### config.mk
export PLATFORM = sky130hd
export DESIGN_NAME = hwpe_mdc_loop_ctrl_flat
export DESIGN_NICKNAME = d
export VERILOG_FILES = /design/src/rtl/hwpe_mdc_loop_ctrl_if.sv /design/src/rtl/hwpe_mdc_loop_ctrl.sv /design/src/flat_wrapper.sv
export SDC_FILE = /design/constraint.sdc
export NUM_CORES = 2
export LEC_CHECK = 0
export CORE_MARGIN = 1
export CORE_UTILIZATION = 60
export DETAILED_ROUTE_END_ITERATION = 8
export DONT_BUFFER_PORTS = 1
export HOLD_SLACK_MARGIN = 0.06
export PLACE_DENSITY = 0.8
export SLEW_MARGIN = 20
export SYNTH_ARGS = -nofsm -noshare
export SYNTH_HDL_FRONTEND = slang
export SYNTH_SLANG_ARGS = --single-unit
export TNS_END_PERCENT = 5
### constraint.sdc
create_clock -name clk_i -period 13.38 [get_ports clk_i]
set_clock_uncertainty 0.2 [all_clocks]
set_input_delay 1.338 -clock clk_i [delete_from_list [all_inputs] [get_ports clk_i]]
set_output_delay 1.338 -clock clk_i [all_outputs]
set_load 0.1 [all_outputs]
### src/rtl/hwpe_mdc_loop_ctrl_if.sv
// Offset stream from the loop sequencer to the streamer address generators.
// The master drives one offset/index tuple per valid cycle; the slave returns ready.
interface hwpe_mdc_loop_ctrl_if #(
    parameter int unsigned N_LOOPS    = 3,
    parameter int unsigned N_STREAMS  = 4,
    parameter int unsigned CNT_WIDTH  = 16,
    parameter int unsigned ADDR_WIDTH = 32
) ();
    logic                            valid;
    logic                            ready;
    logic [N_STREAMS*ADDR_WIDTH-1:0] offset;
    logic [N_LOOPS*CNT_WIDTH-1:0]    idx;
    logic [N_LOOPS-1:0]              last;

    modport master (output valid, offset, idx, last, input ready);
    modport slave  (input valid, offset, idx, last, output ready);
endinterface

### src/rtl/hwpe_mdc_loop_ctrl.sv
// Nested-loop address sequencer: N_LOOPS counters emitting incremental per-stream offsets.
// Optional perf counters are built only when MDC_LOOP_CTRL_PERF_EN is defined.
module hwpe_mdc_loop_ctrl #(
    parameter int unsigned N_LOOPS    = 3,
    parameter int unsigned N_STREAMS  = 4,
    parameter int unsigned CNT_WIDTH  = 16,
    parameter int unsigned ADDR_WIDTH = 32
) (
    input  logic                                    clk_i,
    input  logic                                    rst_ni,
    input  logic                                    clear_i,
    input  logic                                    start_i,
    input  logic [N_LOOPS*CNT_WIDTH-1:0]            bound_i,
    input  logic [N_LOOPS*N_STREAMS*ADDR_WIDTH-1:0] stride_i,
    hwpe_mdc_loop_ctrl_if.master                    stream_if,
    output logic                                    busy_o,
    output logic                                    done_o,
    output logic [31:0]                             perf_cycles_o,
    output logic [31:0]                             perf_stalls_o
);

    typedef enum logic [1:0] {S_IDLE, S_RUN, S_DONE} state_e;

    state_e r_state;
    state_e w_state_nxt;
    logic   w_start;
    logic   w_xfer;
    logic   w_step;

    logic        [CNT_WIDTH-1:0]  r_bound   [N_LOOPS];
    logic        [CNT_WIDTH-1:0]  r_idx     [N_LOOPS];
    logic signed [ADDR_WIDTH-1:0] r_stride  [N_LOOPS][N_STREAMS];
    logic signed [ADDR_WIDTH-1:0] r_acc     [N_LOOPS][N_STREAMS];
    logic signed [ADDR_WIDTH-1:0] w_sum     [N_LOOPS][N_STREAMS];
    logic signed [ADDR_WIDTH-1:0] w_sel_sum [N_STREAMS];

    logic [N_LOOPS-1:0] w_at_bound;
    logic [N_LOOPS-1:0] w_le;
    logic [N_LOOPS-1:0] w_hit;
    logic               w_all_last;

    always_ff @(posedge clk_i) begin
        if (!rst_ni || clear_i) r_state <= S_IDLE;
        else                    r_state <= w_state_nxt;
    end

    always_comb begin
        w_state_nxt = r_state;
        w_start     = 1'b0;
        w_xfer      = 1'b0;
        case (r_state)
            S_IDLE: begin
                if (start_i) begin
                    w_start     = 1'b1;
                    w_state_nxt = S_RUN;
                end
            end
            S_RUN: begin
                w_xfer = stream_if.ready;
                if (w_xfer && w_all_last) w_state_nxt = S_DONE;
            end
            S_DONE:  w_state_nxt = S_IDLE;
            default: w_state_nxt = S_IDLE;
        endcase
    end

    assign w_step = w_xfer & ~w_all_last;

    // w_le marks loops at or below the lowest non-saturated loop j; w_hit marks j itself.
    always_comb begin
        w_at_bound = '0;
        w_le       = '0;
        w_hit      = '0;
        w_all_last = 1'b1;
        for (int l = 0; l < N_LOOPS; l++) begin
            w_at_bound[l] = (r_idx[l] == r_bound[l]);
            w_le[l]       = w_all_last;
            w_hit[l]      = w_all_last & ~w_at_bound[l];
            w_all_last    = w_all_last & w_at_bound[l];
        end
    end

    always_comb begin
        for (int s = 0; s < N_STREAMS; s++) begin
            w_sel_sum[s] = '0;
            for (int l = 0; l < N_LOOPS; l++) begin
                w_sum[l][s] = r_acc[l][s] + r_stride[l][s];
                if (w_hit[l]) w_sel_sum[s] = w_sum[l][s];
            end
        end
    end

    always_ff @(posedge clk_i) begin
        if (!rst_ni || clear_i) begin
            for (int l = 0; l < N_LOOPS; l++) begin
                r_bound[l] <= '0;
                r_idx[l]   <= '0;
                for (int s = 0; s < N_STREAMS; s++) begin
                    r_stride[l][s] <= '0;
                    r_acc[l][s]    <= '0;
                end
            end
        end else if (w_start) begin
            for (int l = 0; l < N_LOOPS; l++) begin
                r_bound[l] <= bound_i[l*CNT_WIDTH +: CNT_WIDTH];
                r_idx[l]   <= '0;
                for (int s = 0; s < N_STREAMS; s++) begin
                    r_stride[l][s] <= $signed(stride_i[(l*N_STREAMS+s)*ADDR_WIDTH +: ADDR_WIDTH]);
                    r_acc[l][s]    <= '0;
                end
            end
        end else if (w_step) begin
            // Inner loops restart from the new outer accumulator, so offset stays a running sum.
            for (int l = 0; l < N_LOOPS; l++) begin
                if (w_le[l]) begin
                    r_idx[l] <= w_hit[l] ? r_idx[l] + CNT_WIDTH'(1) : '0;
                    for (int s = 0; s < N_STREAMS; s++) r_acc[l][s] <= w_sel_sum[s];
                end
            end
        end
    end

    always_comb begin
        stream_if.valid  = (r_state == S_RUN);
        stream_if.idx    = '0;
        stream_if.last   = '0;
        stream_if.offset = '0;
        for (int l = 0; l < N_LOOPS; l++) begin
            stream_if.idx[l*CNT_WIDTH +: CNT_WIDTH] = r_idx[l];
            stream_if.last[l] = (r_state == S_RUN) & w_at_bound[l];
        end
        for (int s = 0; s < N_STREAMS; s++)
            stream_if.offset[s*ADDR_WIDTH +: ADDR_WIDTH] = r_acc[0][s];
    end

    assign busy_o = (r_state != S_IDLE);
    assign done_o = (r_state == S_DONE);

`ifdef MDC_LOOP_CTRL_PERF_EN
    function automatic logic [31:0] sat_inc(input logic [31:0] v);
        return (&v) ? v : v + 32'd1;
    endfunction

    logic [31:0] r_perf_cycles;
    logic [31:0] r_perf_stalls;

    always_ff @(posedge clk_i) begin
        if (!rst_ni || clear_i || w_start) begin
            r_perf_cycles <= '0;
            r_perf_stalls <= '0;
        end else if (r_state == S_RUN) begin
            r_perf_cycles <= sat_inc(r_perf_cycles);
            if (!stream_if.ready) r_perf_stalls <= sat_inc(r_perf_stalls);
        end
    end

    assign perf_cycles_o = r_perf_cycles;
    assign perf_stalls_o = r_perf_stalls;
`else
    assign perf_cycles_o = '0;
    assign perf_stalls_o = '0;
`endif

endmodule
### src/flat_wrapper.sv
// flat-port wrapper written by rule: the top's interface ports become plain ports
module hwpe_mdc_loop_ctrl_flat 
#(
    parameter int unsigned N_LOOPS    = 3,
    parameter int unsigned N_STREAMS  = 4,
    parameter int unsigned CNT_WIDTH  = 16,
    parameter int unsigned ADDR_WIDTH = 32
)
  (clk_i, rst_ni, clear_i, start_i, bound_i, stride_i, busy_o, done_o, perf_cycles_o, perf_stalls_o, stream_if_valid, stream_if_offset, stream_if_idx, stream_if_last, stream_if_ready);
  hwpe_mdc_loop_ctrl_if #(.N_LOOPS(N_LOOPS), .N_STREAMS(N_STREAMS), .CNT_WIDTH(CNT_WIDTH), .ADDR_WIDTH(ADDR_WIDTH)) stream_if_i ();
  input  logic clk_i;
  input  logic rst_ni;
  input  logic clear_i;
  input  logic start_i;
  input  logic [N_LOOPS*CNT_WIDTH-1:0] bound_i;
  input  logic [N_LOOPS*N_STREAMS*ADDR_WIDTH-1:0] stride_i;
  output logic busy_o;
  output logic done_o;
  output logic [31:0] perf_cycles_o;
  output logic [31:0] perf_stalls_o;
  output wire logic [$bits(stream_if_i.valid)-1:0] stream_if_valid;
  output wire logic [$bits(stream_if_i.offset)-1:0] stream_if_offset;
  output wire logic [$bits(stream_if_i.idx)-1:0] stream_if_idx;
  output wire logic [$bits(stream_if_i.last)-1:0] stream_if_last;
  input wire logic [$bits(stream_if_i.ready)-1:0] stream_if_ready;
  assign stream_if_valid = stream_if_i.valid;
  assign stream_if_offset = stream_if_i.offset;
  assign stream_if_idx = stream_if_i.idx;
  assign stream_if_last = stream_if_i.last;
  assign stream_if_i.ready = stream_if_ready;
  hwpe_mdc_loop_ctrl #(.N_LOOPS(N_LOOPS), .N_STREAMS(N_STREAMS), .CNT_WIDTH(CNT_WIDTH), .ADDR_WIDTH(ADDR_WIDTH)) u_core (.clk_i(clk_i), .rst_ni(rst_ni), .clear_i(clear_i), .start_i(start_i), .bound_i(bound_i), .stride_i(stride_i), .stream_if(stream_if_i), .busy_o(busy_o), .done_o(done_o), .perf_cycles_o(perf_cycles_o), .perf_stalls_o(perf_stalls_o));
endmodule
==> results_dict.tcl <==
set metrics [dict create \
    status "completed" \
    wl_per_cell_um 25.80 \
    clock_sink_count 866 \
    postCtsHoldBufs 0 \
    arrival_ns 4.28 \
    drc 0 \
    grt-ovfl-total 0 \
    dp_cells 6290 \
    hpwl_um 121600 \
    r2r_end "u_core.r_idx[0][28]" \
    seqPwrFrac_pct 47.5 \
    syn_inst 5416 \
    numCtsBuffers 95 \
    cts-resized-gates 0 \
    cp_slowest_cell "edfxtp_1" \
    power_leakage_nw 24.81 \
    p_switching_mw 2.095 \
    synth_area_sq_um 55580 \
    initial_core_util_pct 60.64 \
    final.period_utilization_pct 43.47 \
    path_clk_slew_ns 0.07 \
    globalplace.congestion 0.9966 \
    yosysUniqueCellTypes 100 \
    postCtsSetupBuffers 0 \
    wl_um 167200 \
    maxCapViolations 0 \
    yosysSeqAreaShare_pct 46.75 \
    regArea_sq_um 25980 \
    tns_ns 0 \
    dieArea_sq_um 93860 \
    vias_per_cell 6.559 \
    ys_async_sr_fraction_pct 0 \
    yosys-top-cells-area "edfxtp_1 47%, ha_1 8.4%, and2_1 5.2%, a21oi_1 3.9%, nor2_1 3.8%" \
    finalNonFillerCells 6483 \
    critical_path_class "flip-flop to output pin" \
    start_kind "flip-flop" \
    finalCriticalPeriod_ns 5.817 \
    cp.required_ns 11.84 \
    crit_chain "xor2_1 -> nor4_1 -> nand4_1 -> buf_4 -> nor2_2" \
    tightestPinTransition_ns 1.179 \
    firstDrtPassIters 6 \
    mostFrequentLayoutCells "864 x edfxtp_1, 556 x nor2_1, 462 x and2_1, 428 x a21oi_1, 375 x ha_1" \
    syn_to_final_growth_pct 5.968 \
    cp-end-kind "output pin" \
    netlist.area_leader.share_pct 46.68 \
    drive_gt1_share_pct 5.035 \
    timing.rr.start "u_core.r_idx[0][2]" \
    cts_root_buf "clkbuf_16" \
    setup_violations 0 \
    regToRegSetupSlack_ns 7.65 \
    slew_viol_final 0 \
    crit_path_start "u_core.r_idx[0][16]" \
    clk_latency_ns 0.72 \
    min_to "u_core.r_acc[0][96]" \
    cts_tree "yes" \
    synth_area_per_cell_sq_um 10.26 \
    irDropWorstVdd_mv 0.1461 \
    fill_cells 7149 \
    finalHoldViolCount 0 \
    clock.fmax_mhz 171.9 \
    layout_commonest_cell "edfxtp_1" \
    grt_start_max_net_pins 236 \
    crit_family "simple AND/OR/NAND/NOR gates" \
    synth_edf_count 864 \
    fp.dieW_um 306.4 \
    rsz0062_at_grt "no" \
    multi_input_area_sq_um 27260 \
    grt_use_total_pct 34.53 \
    drt-initial-drc-count 5019 \
    grt_pass1_wl_um 245300 \
    drtAntennaViolNets 0 \
    vias 42520 \
    slew_headroom_pct 21.41 \
    holdWs_ns 0.5632 \
    cellPowerDensity_nw_per_um2 121.9 \
    max_stage_delay_ns 1.07 \
    synth_area_leader_cell "edfxtp_1" \
    path_max_fanout 39 \
    crit_buf_inv 1 \
    cts_max_path_buffers 3 \
    ys_seq_elements 866 \
    grt_pass1_vias 40049 \
    h-tree-depth 3 \
    p_int_mw 5.085 \
    portBuffers 0 \
    p_comb_share_pct 12.7 \
    netSwitchingFraction_pct 29.18 \
    fp-row-count 111 \
    synth-warning-count 0 \
    nets 6026 \
    pin_count 683 \
    p_clk_share_pct 39.8 \
    dp_slack_ns 7.730 \
    hold_start "u_core.r_stride[0][96]" \
    core-area_sq_um 91660 \
    setup_ws_ns 7.563 \
    antenna_found_initial 24 \
    die_h_um 306.4 \
    reg2reg_depth 10 \
    hp-class "flip-flop to flip-flop" \
    whs_path_depth 3 \
    ys.flop_type "edfxtp_1" \
]
power groups by stage:
stage          combinational, mW  clock, mW  sequential [mW]
6_report                   0.909       2.86             3.41
5_1_grt                    0.979       2.97             3.42
4_1_cts                    0.891       2.87             3.41
3_5_place_dp               0.883          0             3.46
3_3_place_gp               0.875          0             3.46
2_1_floorplan              0.847          0             3.30
synthesized netlist by cell type (all sizes together), types with 38 or more instances:
master	number
o21ai	235
o211ai	38
and3	53
nand2b	54
clkbuf	200
inv	91
nand2	298
edfxtp	864
buf	221
nor3	74
xor2	203
a31oi	66
ha	375
and2	464
xnor2	197
o21bai	39
nand4	65
a211oi	82
o21a	51
nand3	105
a21oi	429
a21o	178
o22ai	46
nor2	562
state kept, by name (all words and copies together) (netlist names):
register and cells:
u_core.r_bound 48, u_core.r_acc 384, u_core.r_stride 384, u_core.r_state 2
u_core.r_idx 48
layout make-up:
cell class / count / area share (%)
multi-input combinational: 4101 / 46.29
sequential: 866 / 44.12
clock buffer: 104 / 4.094
tap: 1186 / 2.519
clock inverter: 74 / 1.634
timing repair buffer: 47 / 0.6968
inverter: 91 / 0.5927
antenna: 14 / 0.05948
metrics by stage:
step / power [mW] / utilization [%] / cell area (sq um)
6_report: 7.180 / 64.25 / 58900
5_1_grt: 7.363 / 64.24 / 58890
4_1_cts: 7.171 / 64.18 / 58830
3_5_place_dp: 4.346 / 60.50 / 55460
3_3_place_gp: 4.338 / 60.50 / 55460
2_1_floorplan: 4.146 / - / 55820
tightest hold or removal path, stage by stage, from the launching register on:
cell	delay, ns
edfxtp_1	0.33
ha_1	0.14
o21ai_1	0.11
nor2_1	0.10
worst max path at each step:
stage | to | slack (ns) | cells after the start
2_1_floorplan | u_core.r_bound[0][0] | 2.42 | 3
6_report | stream_if_last[1] | 7.56 | 5
3_3_place_gp | u_core.r_idx[0][28] | 7.88 | 10
4_1_cts | stream_if_last[1] | 7.60 | 5
5_1_grt | u_core.r_idx[0][31] | 7.49 | 10
3_5_place_dp | u_core.r_idx[0][26] | 7.73 | 10
per-layer routing:
| layer | part of all wire [%] | GRT usage, % | wire length (um) |
|---|---|---|---|
| met1 | 39 | 45.45 | 65120 |
| met2 | 46 | 54.92 | 76620 |
| met3 | 11 | 7.493 | 17670 |
| met4 | 4.6 | 15.24 | 7766 |
| met5 | 0.036 | 0 | 60 |
cell families after synthesis:
logic type | share of synthesized area, %
fa+ha+maj | 8.874
simple gates | 16.46
compound gates | 16.53
flops | 46.75
xor+xnor | 6.303
buf+inv | 4.797
other cells | 0.006747
mux | 0.2791
(Power assumes the default switching activity.)
